## config.mk

```make
export PLATFORM = sky130hd
export DESIGN_NAME = ecc_enc_40_33_arb
export DESIGN_NICKNAME = d
export VERILOG_FILES = /design/src/rtl/ecc_enc_40_33_arb.sv
export SDC_FILE = /design/constraint.sdc
export NUM_CORES = 1
export LEC_CHECK = 0
export ABC_AREA = 1
export CAP_MARGIN = 20
export CORE_UTILIZATION = 45
export DETAILED_ROUTE_END_ITERATION = 10
export PLACE_DENSITY = 0.68
export SLEW_MARGIN = 25
export SYNTH_ARGS = -nofsm -noshare
export SYNTH_HDL_FRONTEND = slang
export SYNTH_SLANG_ARGS = --single-unit
```

## constraint.sdc

```tcl
create_clock -name clk -period 8.16 [get_ports clk]
set_input_delay 1.632 -clock clk [delete_from_list [all_inputs] [get_ports clk]]
set_output_delay 1.632 -clock clk [all_outputs]
set_load 0.01 [all_outputs]
```

## src/rtl/ecc_enc_40_33_arb.sv

```systemverilog
// Credit-gated round-robin front end sharing one (40,33) SECDED encoder among NUM_REQ requesters.
// Optional popped-word disparity checker is built when ECC_ENC_ARB_DISP_CHK_EN is defined.

module ecc_enc_40_33 #(
  parameter int TARGET_CHIP = 0,
  parameter int PINVERT     = 1,
  parameter int LATENCY     = 1
) (
  input  logic        clk,
  input  logic        sclr,
  input  logic [32:0] din,
  output logic [39:0] dout
);

  // Hamming over codeword positions 1..39 (data skips powers of two) plus overall parity
  function automatic logic [39:0] enc_word(input logic [32:0] d);
    logic [5:0] chk;
    logic       ovr;
    int         j;
    chk = 6'd0;
    j   = 0;
    for (int p = 1; p < 40; p++) begin
      if ((p & (p - 1)) != 0) begin
        chk = d[j] ? (chk ^ 6'(p)) : chk;
        j   = j + 1;
      end else begin
        j   = j;
      end
    end
    ovr = (^d) ^ (^chk);
    return (PINVERT != 0) ? {~ovr, ~chk, d} : {ovr, chk, d};
  endfunction

  logic [39:0] pipe_r [LATENCY];

  generate
    if (TARGET_CHIP == 0) begin : g_rst
      // Encode pipeline, cleared by sclr
      always_ff @(posedge clk) begin
        if (sclr) begin
          for (int k = 0; k < LATENCY; k++) pipe_r[k] <= 40'd0;
        end else begin
          pipe_r[0] <= enc_word(din);
          for (int k = 1; k < LATENCY; k++) pipe_r[k] <= pipe_r[k-1];
        end
      end
    end else begin : g_norst
      // Encode pipeline without reset; the tag pipe qualifies every stage
      always_ff @(posedge clk) begin
        pipe_r[0] <= enc_word(din);
        for (int k = 1; k < LATENCY; k++) pipe_r[k] <= pipe_r[k-1];
      end
    end
  endgenerate

  assign dout = pipe_r[LATENCY-1];

endmodule

module ecc_enc_40_33_arb #(
  parameter int TARGET_CHIP = 0,
  parameter int NUM_REQ     = 4,
  parameter int ENC_LATENCY = 1,
  parameter int ID_W        = 2
) (
  input  logic                 clk,
  input  logic                 sclr,
  input  logic [NUM_REQ-1:0]   req_valid,
  input  logic [NUM_REQ*33-1:0] req_data,
  output logic [NUM_REQ-1:0]   req_ready,
  input  logic                 halt,
  output logic                 halted,
  output logic                 out_valid,
  input  logic                 out_ready,
  output logic [39:0]          out_data,
  output logic [ID_W-1:0]      out_id,
  output logic                 disp_err
);

  localparam int D  = ENC_LATENCY + 2;
  localparam int CW = $clog2(D + 1);
  localparam int PW = $clog2(D);
  localparam int SW = (NUM_REQ > 1) ? $clog2(NUM_REQ) : 1;
  localparam logic [PW-1:0]   PTR_LAST = PW'(D - 1);
  localparam logic [CW-1:0]   CRED_MAX = CW'(D);
  localparam logic [ID_W-1:0] ID_LAST  = ID_W'(NUM_REQ - 1);

  typedef enum logic [1:0] {ST_RUN = 2'd0, ST_DRAIN = 2'd1, ST_HALTED = 2'd2} state_t;

  state_t             state_r;
  logic               halted_r;
  logic [CW-1:0]      credits_r;
  logic [ID_W-1:0]    rr_ptr_r;
  logic [ENC_LATENCY-1:0] tag_vld_r;
  logic [ID_W-1:0]    tag_id_r [ENC_LATENCY];
  logic [39:0]        fifo_data_r [D];
  logic [ID_W-1:0]    fifo_id_r [D];
  logic [PW-1:0]      wr_ptr_r, rd_ptr_r;
  logic [CW-1:0]      count_r;

  logic [NUM_REQ-1:0] grant_s;
  logic [ID_W-1:0]    grant_id_s;
  logic               grant_any_s, can_grant_s, found_s, hit_s, push_s, pop_s, idle_s;
  int                 idx_s;
  logic [SW-1:0]      sel_s;
  logic [32:0]        enc_din_s;
  logic [39:0]        enc_dout_s;

  // Round-robin search from rr_ptr, qualified by credits and RUN state only
  always_comb begin
    grant_s     = '0;
    grant_id_s  = '0;
    found_s     = 1'b0;
    hit_s       = 1'b0;
    idx_s       = 0;
    sel_s       = '0;
    can_grant_s = !sclr && (state_r == ST_RUN) && (credits_r != '0);
    for (int k = 0; k < NUM_REQ; k++) begin
      idx_s          = int'(rr_ptr_r) + k;
      idx_s          = (idx_s >= NUM_REQ) ? (idx_s - NUM_REQ) : idx_s;
      sel_s          = SW'(idx_s);
      hit_s          = can_grant_s && !found_s && req_valid[sel_s];
      grant_s[sel_s] = grant_s[sel_s] | hit_s;
      grant_id_s     = hit_s ? ID_W'(idx_s) : grant_id_s;
      found_s        = found_s | hit_s;
    end
    grant_any_s = found_s;
  end

  assign req_ready = grant_s;
  assign enc_din_s = req_data[33*int'(grant_id_s) +: 33];
  assign push_s    = tag_vld_r[ENC_LATENCY-1];
  assign out_valid = (count_r != '0);
  assign pop_s     = out_valid && out_ready;
  assign out_data  = fifo_data_r[rd_ptr_r];
  assign out_id    = fifo_id_r[rd_ptr_r];
  assign halted    = halted_r;
  assign idle_s    = (tag_vld_r == '0) && (count_r == '0);

  ecc_enc_40_33 #(
    .TARGET_CHIP (TARGET_CHIP),
    .PINVERT     (1),
    .LATENCY     (ENC_LATENCY)
  ) u_enc (
    .clk  (clk),
    .sclr (sclr),
    .din  (enc_din_s),
    .dout (enc_dout_s)
  );

  // Credits, rr pointer, tag pipe and skid FIFO; credits bound FIFO occupancy plus in-flight words
  always_ff @(posedge clk) begin
    if (sclr) begin
      credits_r <= CRED_MAX;
      rr_ptr_r  <= '0;
      tag_vld_r <= '0;
      wr_ptr_r  <= '0;
      rd_ptr_r  <= '0;
      count_r   <= '0;
      for (int k = 0; k < ENC_LATENCY; k++) tag_id_r[k] <= '0;
      for (int k = 0; k < D; k++) begin
        fifo_data_r[k] <= 40'd0;
        fifo_id_r[k]   <= '0;
      end
    end else begin
      case ({grant_any_s, pop_s})
        2'b10:   credits_r <= credits_r - CW'(1);
        2'b01:   credits_r <= credits_r + CW'(1);
        default: credits_r <= credits_r;
      endcase
      if (grant_any_s) begin
        rr_ptr_r <= (grant_id_s == ID_LAST) ? '0 : (grant_id_s + ID_W'(1));
      end else begin
        rr_ptr_r <= rr_ptr_r;
      end
      for (int k = ENC_LATENCY - 1; k > 0; k--) begin
        tag_vld_r[k] <= tag_vld_r[k-1];
        tag_id_r[k]  <= tag_id_r[k-1];
      end
      tag_vld_r[0] <= grant_any_s;
      tag_id_r[0]  <= grant_id_s;
      if (push_s) begin
        fifo_data_r[wr_ptr_r] <= enc_dout_s;
        fifo_id_r[wr_ptr_r]   <= tag_id_r[ENC_LATENCY-1];
        wr_ptr_r              <= (wr_ptr_r == PTR_LAST) ? '0 : (wr_ptr_r + PW'(1));
      end else begin
        wr_ptr_r <= wr_ptr_r;
      end
      if (pop_s) begin
        rd_ptr_r <= (rd_ptr_r == PTR_LAST) ? '0 : (rd_ptr_r + PW'(1));
      end else begin
        rd_ptr_r <= rd_ptr_r;
      end
      count_r <= count_r + CW'(push_s) - CW'(pop_s);
    end
  end

  // Halt/drain FSM; halted asserted only once nothing is in flight
  always_ff @(posedge clk) begin
    if (sclr) begin
      state_r  <= ST_RUN;
      halted_r <= 1'b0;
    end else begin
      case (state_r)
        ST_RUN: begin
          state_r  <= halt ? ST_DRAIN : ST_RUN;
          halted_r <= 1'b0;
        end
        ST_DRAIN: begin
          if (!halt) begin
            state_r  <= ST_RUN;
            halted_r <= 1'b0;
          end else if (idle_s) begin
            state_r  <= ST_HALTED;
            halted_r <= 1'b1;
          end else begin
            state_r  <= ST_DRAIN;
            halted_r <= 1'b0;
          end
        end
        ST_HALTED: begin
          state_r  <= halt ? ST_HALTED : ST_RUN;
          halted_r <= halt;
        end
        default: begin
          state_r  <= ST_RUN;
          halted_r <= 1'b0;
        end
      endcase
    end
  end

`ifdef ECC_ENC_ARB_DISP_CHK_EN
  function automatic logic [5:0] ones40(input logic [39:0] w);
    logic [5:0] cnt;
    cnt = 6'd0;
    for (int i = 0; i < 40; i++) cnt = cnt + 6'(w[i]);
    return cnt;
  endfunction

  logic [5:0] ones_r;
  logic       ones_vld_r;
  logic       disp_err_r;

  // Ones count of each popped word, then sticky range check one cycle later
  always_ff @(posedge clk) begin
    if (sclr) begin
      ones_r     <= 6'd0;
      ones_vld_r <= 1'b0;
      disp_err_r <= 1'b0;
    end else begin
      ones_vld_r <= pop_s;
      ones_r     <= pop_s ? ones40(out_data) : ones_r;
      disp_err_r <= disp_err_r | (ones_vld_r && ((ones_r < 6'd3) || (ones_r > 6'd37)));
    end
  end

  assign disp_err = disp_err_r;
`else
  assign disp_err = 1'b0;
`endif

endmodule

```

==> metrics.md, run 1 <==
| Metric | Value |
|---|---|
| Mapped Cells | `1603` |
| Setup TNS | `0 ns` |
| Synthesized area per cell | `7.71 um^2` |
| DRC | `0` |
| ANT cells | `0` |
| CTS Buffer Depth | `3` |
| Layout cells sized above 1 | `0.0437` |
| Num CTS Buffers | `21` |
| WP data required | `6.53 ns` |
| Initial DRT Pass Iterations | `8` |
| Wire length per cell | `16.6 um` |
| Post-synth EDFFs | `168` |
| Cell taking the most area after synthesis | `edfxtp_1` |
| Worst Path Max Fanout | `8` |
| Final critical-path required period | `6.66 ns` |
| Yosys reg bits | `226` |
| FP Rows | `60` |
| Initial antenna violation count | `0` |
| Final setup viols | `0` |
| Synth top area cells | `edfxtp_1 41%, nand2_1 16%, dfxtp_1 9.4%, nor2_1 8.0%, nand3_1 7.0%` |
| Port-buffer cells | `187` |
| Most frequent cells after synthesis | `524 x nand2_1, 264 x nor2_1, 172 x nand3_1, 168 x edfxtp_1, 104 x o21ai_0` |
| Hold Crit Class | `register to register` |
| Fmax | `150 MHz` |
| Initial drt markers | `1027` |
| CP cell instances | `clkdlybuf4s50_1, nand2_1, nand3_2, nand3_4, nor2_1, inv_1, o21ai_0, a21oi_1, o21ai_0, nand2_1, o21ai_0, nand2_1, a21oi_1, a21oi_1, nand3_1, o21ai_0, nand2_1, nand3_1, nand3_1, nand2_1, o21ai_0, clkdlybuf4s50_1` |
| Postcts setup bufs | `0` |
| RSZ-0062 raised after global routing | `false` |
| Final net count | `1900` |
| CP max stage cell | `clkdlybuf4s50_1` |
| Io pins | `189` |
| Clock slew at reported path FFs | `0.06 ns` |
| Utilization after layout | `0.556` |
| Vias/cell | `5.27` |
| Top cell type's share of synthesized area | `0.408` |
| Crit path capture type | `output pin` |
| Die width | `168 um` |
| Vias in the first global route | `10400` |
| Worst EP arrival | `5.03 ns` |
| Synth Cell Area | `12400 um^2` |
| HPWL after DPL | `24300 um` |
| Area Growth Syn to Fin | `21.3%` |
| Main synth FF type | `edfxtp_1` |
| CTS root buf | `clkbuf_16` |
| First-pass GRT wire length | `55100 um` |
| Synthesis warning total | `0` |
| Post-synth ARST share | `0` |
| Initial core utilization | `0.458` |
| Worst path max stage delay | `0.56 ns` |
| Core area | `27000 um^2` |
| Netlist cell types | `39` |
| Seq/Total Area, Yosys | `0.502` |
| Syn nets | `1754` |
| Cts hold-fix bufs | `0` |
| H-tree depth | `1` |
| Outcome | `complete, no violations` |
| Die Y | `168 um` |
| Count leader, synth | `nand2_1` |
| MaxCap Viol Count | `0` |
| Total grt overflow | `0` |
| Crit Path Class | `primary input to output pin` |
| Final hold violations | `0` |
| Sink Count | `226` |
| Setup Skew | `0.00646 ns` |
| Post-cts gate resize count | `0` |
| Placer Congestion | `0.936` |
| Period utilization | `0.816` |
| Routed via count | `11100` |
| Routed Wire Length | `34800 um` |
| FILL cells | `2483` |
| Total GRT Usage | `0.248` |
| Fin. max-slew vios | `0` |
| Routed Antenna Nets | `0` |
| Largest net degree at the start of global routing | `86` |
| Worst-Skew Late Latency | `0.49 ns` |
| Slew margin rel. | `0.382` |
| TritonCTS clock tree | `done` |
| Worst Tran Pin Value | `0.926 ns` |
| Total die area | `28100 um^2` |
| CP startpoint kind | `primary input` |
==> flip-flops by register name, summed over array words and instances, names as in the netlist, named ones only <==
signal,count
rr_ptr_r,2
halted,1
wr_ptr_r,2
fifo_id_r,8
credits_r,2
tag_id_r,2
count_r,2
state_r,2
u_enc.pipe_r,40
rd_ptr_r,2
push_s,1
fifo_data_r,160
==> worst max-delay path, delay by kind of cell <==
kind / cells / cell delay, ns
and+or+nand+nor: 11 / 1.11
buffers and inverters: 3 / 1.10
AOI/OAI and AO/OA: 8 / 1.18
==> placed cells by master (no fill, tap or decap), types with 2 or more instances in the layout <==
master           count
a211oi_1             2
a21oi_1             11
buf_4               13
clkbuf_1            10
clkbuf_16           21
clkbuf_8             3
clkdlybuf4s50_1    186
clkinvlp_4           2
dfxtp_1             56
dfxtp_2              2
edfxtp_1           168
ha_1                11
inv_1               98
inv_2                8
nand2_1            524
nand2_2              7
nand2_4              3
nand3_1            171
nand3_2              7
nand3b_1             5
nand4_1              5
nor2_1             264
nor2_4               2
o211ai_1             4
o21ai_0            104
o21ai_1              3
o22ai_1             42
o31ai_1              2
xnor2_1              4
xor2_1              11
==> worst paths after layout <==
path | from | end | slack [ns] | cells after the start
worst max register to register | rr_ptr_r[0] | u_enc.pipe_r[0][39] | 2.64 | 32
worst min register to register | u_enc.pipe_r[0][15] | fifo_data_r[3][15] | 0.43 | 0
worst min-delay path | u_enc.pipe_r[0][15] | fifo_data_r[3][15] | 0.43 | 0
worst max-delay path | req_valid[3] | req_ready[2] | 1.50 | 22
==> through the flow <==
step	hold slack (ns)	cells	instance area, um^2	setup slack (ns)
2_1_floorplan	0.408	1603	12400	1.69
3_3_place_gp	0.413	2067	14400	1.57
3_5_place_dp	0.413	2067	14400	1.55
4_1_cts	0.428	2104	15000	1.54
5_1_grt	0.431	2104	15000	1.08
6_report	0.429	2104	15000	1.50
==> area by class of cell <==
class                           count  area, um^2  share of cell area
Multi-Input combinational cell   1193        5350               0.357
Timing Repair Buffer              200        1960               0.131
Tap cell                          341         427              0.0285
Clock buffer                       34         604              0.0403
Sequential cell                   226        6210               0.414
Inverter                          107         404              0.0270
Clock inverter                      3        20.0             0.00134
==> layer usage <==
layer	vias up	track usage	wire [um]
met5	-	0	0
met4	0	0.0674	756
met3	44	0.0277	2310
met2	441	0.424	16300
met1	5053	0.333	15500
li1	5554	-	-
==> logic make-up after synthesis <==
group,after synthesis,share of synthesized area
other,1,0.000304
adders and majority gates,11,0.0111
DFF,226,0.502
AOI/OAI and AO/OA,173,0.0775
and+or+nand+nor,993,0.333
buffers and inverters,184,0.0652
xor gates and xnor gates,15,0.0106
Power of run 1 is left out: the tool's default activity adds up to more than one toggle a clock period on the data nets, which glitch-free logic cannot reach.
==> run 2: changes to the inputs <==
clock period = 6.35 ns   (was 8.16 ns; I/O delays follow)
==> metrics.md, run 2 (synthesis results as in run 1) <==
| Metric | Value |
|---|---|
| Global Route met1 Usage | `0.338` |
| Fmax | `167 MHz` |
| Total grt overflow | `0` |
| HPWL after DPL | `24400 um` |
| Regs by FF count | `fifo_data_r (160), u_enc.pipe_r (40), fifo_id_r (8)` |
| Port-buffer cells | `187` |
| CP cell instances | `clkdlybuf4s50_1, nand2_1, nand3_2, nand3_4, nor2_1, inv_1, o21ai_0, a21oi_1, o21ai_0, nand2_1, o21ai_0, nand2_1, o21ai_0, a21oi_1, nand3_1, o21ai_0, nand2_1, nand3_1, nand3_1, nand2_1, o21ai_0, clkdlybuf4s50_1` |
| Pre-CTS setup slack | `0.447 ns` |
| Slew margin rel. | `0.317` |
| Total GRT Usage | `0.249` |
| DRC | `0` |
| Final setup viols | `0` |
| Worst setup margin | `0.362 ns` |
| First-pass GRT wire length | `55200 um` |
| Hold depth | `0` |
| Global route hottest layer | `met2` |
| Cts hold-fix bufs | `0` |
| Worst reg2reg setup slack | `0.89 ns` |
| ANT cells | `0` |
| Die width | `168 um` |
| Routed Antenna Nets | `0` |
| Worst EP arrival | `4.72 ns` |
| Max reg flops | `160` |
| WP data required | `5.08 ns` |
| H-tree depth | `1` |
| Setup TNS | `0 ns` |
| CP startpoint kind | `primary input` |
| GR Util met3 | `0.0258` |
| Commonest non-fill, non-tap cell in the layout | `nand2_1` |
| Num CTS Buffers | `20` |
| Outcome | `complete, no violations` |
| Die Y | `168 um` |
| CP delay by family, top | `compound AO/OA/AOI/OAI gates` |
| Largest register by flop count | `fifo_data_r` |
| CP most frequent cell | `o21ai_0` |
| Worst Tran Pin Value | `1.02 ns` |
| Sink Count | `226` |
| RSZ-0062 raised after global routing | `false` |
| Vias/cell | `5.29` |
| Buf+Inv Stages, Crit Path | `3` |
| Crit path capture type | `output pin` |
| CP max stage cell | `clkdlybuf4s50_1` |
| RR Endpoint | `u_enc.pipe_r[0][39]` |
| Clock slew at reported path FFs | `0.06 ns` |
| Total die area | `28100 um^2` |
| Final net count | `1901` |
| Period utilization | `0.943` |
| Initial DRT Pass Iterations | `5` |
| Layout cells sized above 1 | `0.0465` |
| Initial core utilization | `0.458` |
| Routed via count | `11100` |
| Worst path max stage delay | `0.56 ns` |
| Post-cts gate resize count | `0` |
| Grt met2 use | `0.422` |
| Utilization after layout | `0.558` |
| TritonCTS clock tree | `done` |
| FP Rows | `60` |
| Routed Wire Length | `34900 um` |
| Final hold violations | `0` |
| Placer Congestion | `0.916` |
| Hold Crit Start | `u_enc.pipe_r[0][19]` |
| R2r worst-path depth | `30` |
| Area Growth Syn to Fin | `21.7%` |
| CTS root buf | `clkbuf_16` |
| CTS Buffer Depth | `3` |
| Wire length per cell | `16.6 um` |
| Most frequent cells in the layout | `524 x nand2_1, 264 x nor2_1, 186 x clkdlybuf4s50_1, 172 x nand3_1, 168 x edfxtp_1` |
| Hold Crit Class | `register to register` |
| Setup Skew | `0.0150 ns` |
| Crit Path Class | `primary input to output pin` |
| Core area | `27000 um^2` |
| Worst Hold End | `fifo_data_r[3][19]` |
| Worst reg2reg startpoint | `rr_ptr_r[0]` |
| Largest net degree at the start of global routing | `85` |
| Vias in the first global route | `10400` |
| Worst-Skew Late Latency | `0.49 ns` |
| Final critical-path required period | `5.99 ns` |
| Worst Path Max Fanout | `8` |
| Initial drt markers | `1021` |
| Io pins | `189` |
| Initial antenna violation count | `0` |
| Postcts setup bufs | `0` |
| Fin. max-slew vios | `0` |
| MaxCap Viol Count | `0` |
==> run 2: cell type report <==
cell class | count | area (um^2)
multi-input combinational | 1193 | 5350
timing repair buffer | 202 | 1980
sequential | 226 | 6210
tap | 341 | 427
inverter | 107 | 407
clock inverter | 9 | 68.8
clock buffer | 27 | 598
fill | 2519 | 11900
==> run 2: metal layers <==
metal,wire length (um),share of wire,vias to the layer above
li1,-,-,5552
met1,15600,0.45,5111
met2,16500,0.47,413
met3,2020,0.058,54
met4,821,0.024,0
met5,0,0,-
==> run 2: worst register-to-register path: cells and delay by family, from the launching register on <==
kind | cells | cell delay (ns)
simple gates | 25 | 3.37
buf+inv | 4 | 0.87
flops | 1 | 0.68
fa+ha+maj | 1 | 0.47
==> run 2: worst max path at each step <==
stage	start	endpoint	slack (ns)	cells past startpoint
after global placement	req_valid[3]	req_ready[1]	0.46	22
after floorplan	sclr	fifo_data_r[3][0]	0.24	2
final	req_valid[3]	req_ready[3]	0.36	22
after CTS	req_valid[3]	req_ready[3]	0.44	22
after global routing	req_valid[3]	req_ready[0]	0.00009	22
after detailed placement	req_valid[3]	req_ready[3]	0.45	22
==> run 2: metrics by stage <==
step | cell area, um^2 | std cells | hold WS [ns]
2_1_floorplan | 12400 | 1603 | 0.408
3_3_place_gp | 14400 | 2069 | 0.413
3_5_place_dp | 14400 | 2069 | 0.413
4_1_cts | 15000 | 2105 | 0.428
5_1_grt | 15000 | 2105 | 0.441
6_report | 15000 | 2105 | 0.427
Power of run 2 is left out for the same reason.
==> run 3: changes to the inputs <==
CAP_MARGIN = default   (was 20)
CORE_MARGIN = 2   (was default)
==> metrics.md, run 3 (synthesis results as in run 1) <==
| Metric | Value |
|---|---|
| Outcome | `complete, no violations` |
| Total die area | `28800 um^2` |
| Initial DRT Pass Iterations | `6` |
| Initial drt markers | `1008` |
| Final setup viols | `0` |
| Port-buffer cells | `187` |
| Routed Antenna Nets | `0` |
| First-pass GRT wire length | `55100 um` |
| Worst-Skew Late Latency | `0.50 ns` |
| Wire length per cell | `16.7 um` |
| Hold Crit Start | `tag_id_r[0][0]` |
| Fin. max-slew vios | `0` |
| WP data required | `5.08 ns` |
| Layout cells sized above 1 | `0.0503` |
| Most frequent cells in the layout | `524 x nand2_1, 264 x nor2_1, 186 x clkdlybuf4s50_1, 172 x nand3_1, 168 x edfxtp_1` |
| Num CTS Buffers | `22` |
| Final net count | `1905` |
| Final critical-path required period | `5.83 ns` |
| Final hold violations | `0` |
| Global route hottest layer | `met2` |
| Routed Wire Length | `35200 um` |
| Setup TNS | `0 ns` |
| Largest register by flop count | `fifo_data_r` |
| Initial antenna violation count | `0` |
| Hold Crit Class | `register to register` |
| Commonest non-fill, non-tap cell in the layout | `nand2_1` |
| Largest net degree at the start of global routing | `85` |
| Slew margin rel. | `0.316` |
| Die Y | `170 um` |
| Total GRT Usage | `0.243` |
| Crit path capture type | `output pin` |
| Cts hold-fix bufs | `0` |
| Routed via count | `11100` |
| MaxCap Viol Count | `0` |
| Placer Congestion | `0.948` |
| Grt met2 use | `0.407` |
| Worst reg2reg startpoint | `rr_ptr_r[0]` |
| Fmax | `172 MHz` |
| Clock slew at reported path FFs | `0.06 ns` |
| H-tree depth | `1` |
| Total grt overflow | `0` |
| Worst Path Max Fanout | `8` |
| Regs by FF count | `fifo_data_r (160), u_enc.pipe_r (40), fifo_id_r (8)` |
| Max reg flops | `160` |
| ANT cells | `0` |
| Global Route met1 Usage | `0.332` |
| TritonCTS clock tree | `done` |
| Vias in the first global route | `10400` |
| Setup crit start | `req_valid[3]` |
| RSZ-0062 raised after global routing | `false` |
| R2r worst-path depth | `31` |
| Die width | `170 um` |
| Setup Skew | `0.00925 ns` |
| Initial core utilization | `0.458` |
| Io pins | `189` |
| Crit Path Class | `primary input to output pin` |
| Period utilization | `0.918` |
| Worst Hold End | `fifo_id_r[3][0]` |
| Worst reg2reg setup slack | `1.24 ns` |
| RR Endpoint | `u_enc.pipe_r[0][39]` |
| DRC | `0` |
| Vias/cell | `5.26` |
| CTS root buf | `clkbuf_16` |
| CTS Buffer Depth | `3` |
| Area Growth Syn to Fin | `22.2%` |
| GR Util met3 | `0.0371` |
| Sink Count | `226` |
| Worst Tran Pin Value | `1.02 ns` |
| CP startpoint kind | `primary input` |
| FP Rows | `60` |
| Worst EP arrival | `4.56 ns` |
| Hold depth | `0` |
| HPWL after DPL | `24300 um` |
| Core area | `27000 um^2` |
run 3: metrics by stage:
stage | instances | utilization | setup slack (ns) | hold WS (ns) | area [um^2]
finish | 2111 | 0.560 | 0.520 | 0.425 | 15100
global route | 2111 | 0.560 | 0.118 | 0.446 | 15100
CTS | 2111 | 0.560 | 0.441 | 0.430 | 15100
detailed placement | 2071 | 0.534 | 0.455 | 0.414 | 14400
global placement | 2071 | 0.534 | 0.518 | 0.412 | 14400
floorplan | 1603 | - | 0.243 | 0.408 | 12400
run 3: per-layer routing:
layer / vias to the layer above / part of all wire
li1: 5560 / -
met1: 5032 / 0.44
met2: 463 / 0.46
met3: 49 / 0.077
met4: 0 / 0.021
met5: - / 0
run 3: final cells by class:
cell class              count  area [um^2]
clock inverters             9         53.8
well taps                 341          427
inverters                 107          404
flip-flops and latches    226         6210
fillers                  2471        11900
clock buffers              31          656
multi-input cells        1193         5350
repair buffers            204         1990
run 3: worst max path at each step:
stage                             end  slack, ns  depth (start not counted)
finish                   req_ready[3]       0.52                         22
global route             req_ready[3]       0.12                         22
CTS                      req_ready[3]       0.44                         22
detailed placement       req_ready[2]       0.46                         22
global placement         req_ready[0]       0.52                         22
floorplan           fifo_data_r[3][0]       0.24                          2
run 3: repair_timing:
item | in CTS | in global routing
endpoints found under the setup margin | 0 | 1
buffers inserted | 0 | 0
gates resized for setup | 0 | 1
run 3: worst max-delay path, cell delays in order:
cell and delay, ns:
clkdlybuf4s50_1 0.49, nand2_1 0.09, nand3_2 0.16, nand3_4 0.13, nor2_1 0.11, inv_1 0.05, o21ai_0 0.15, a21oi_1 0.06
o21ai_1 0.28, nand2_1 0.07, o21ai_0 0.13, nand2_1 0.09, a21oi_1 0.13, a21oi_1 0.09, nand3_1 0.11, o21ai_0 0.12
nand2_1 0.08, nand3_1 0.07, nand3_1 0.16, nand2_1 0.07, o21ai_0 0.07, clkdlybuf4s50_1 0.57
Power of run 3 is left out for the same reason.
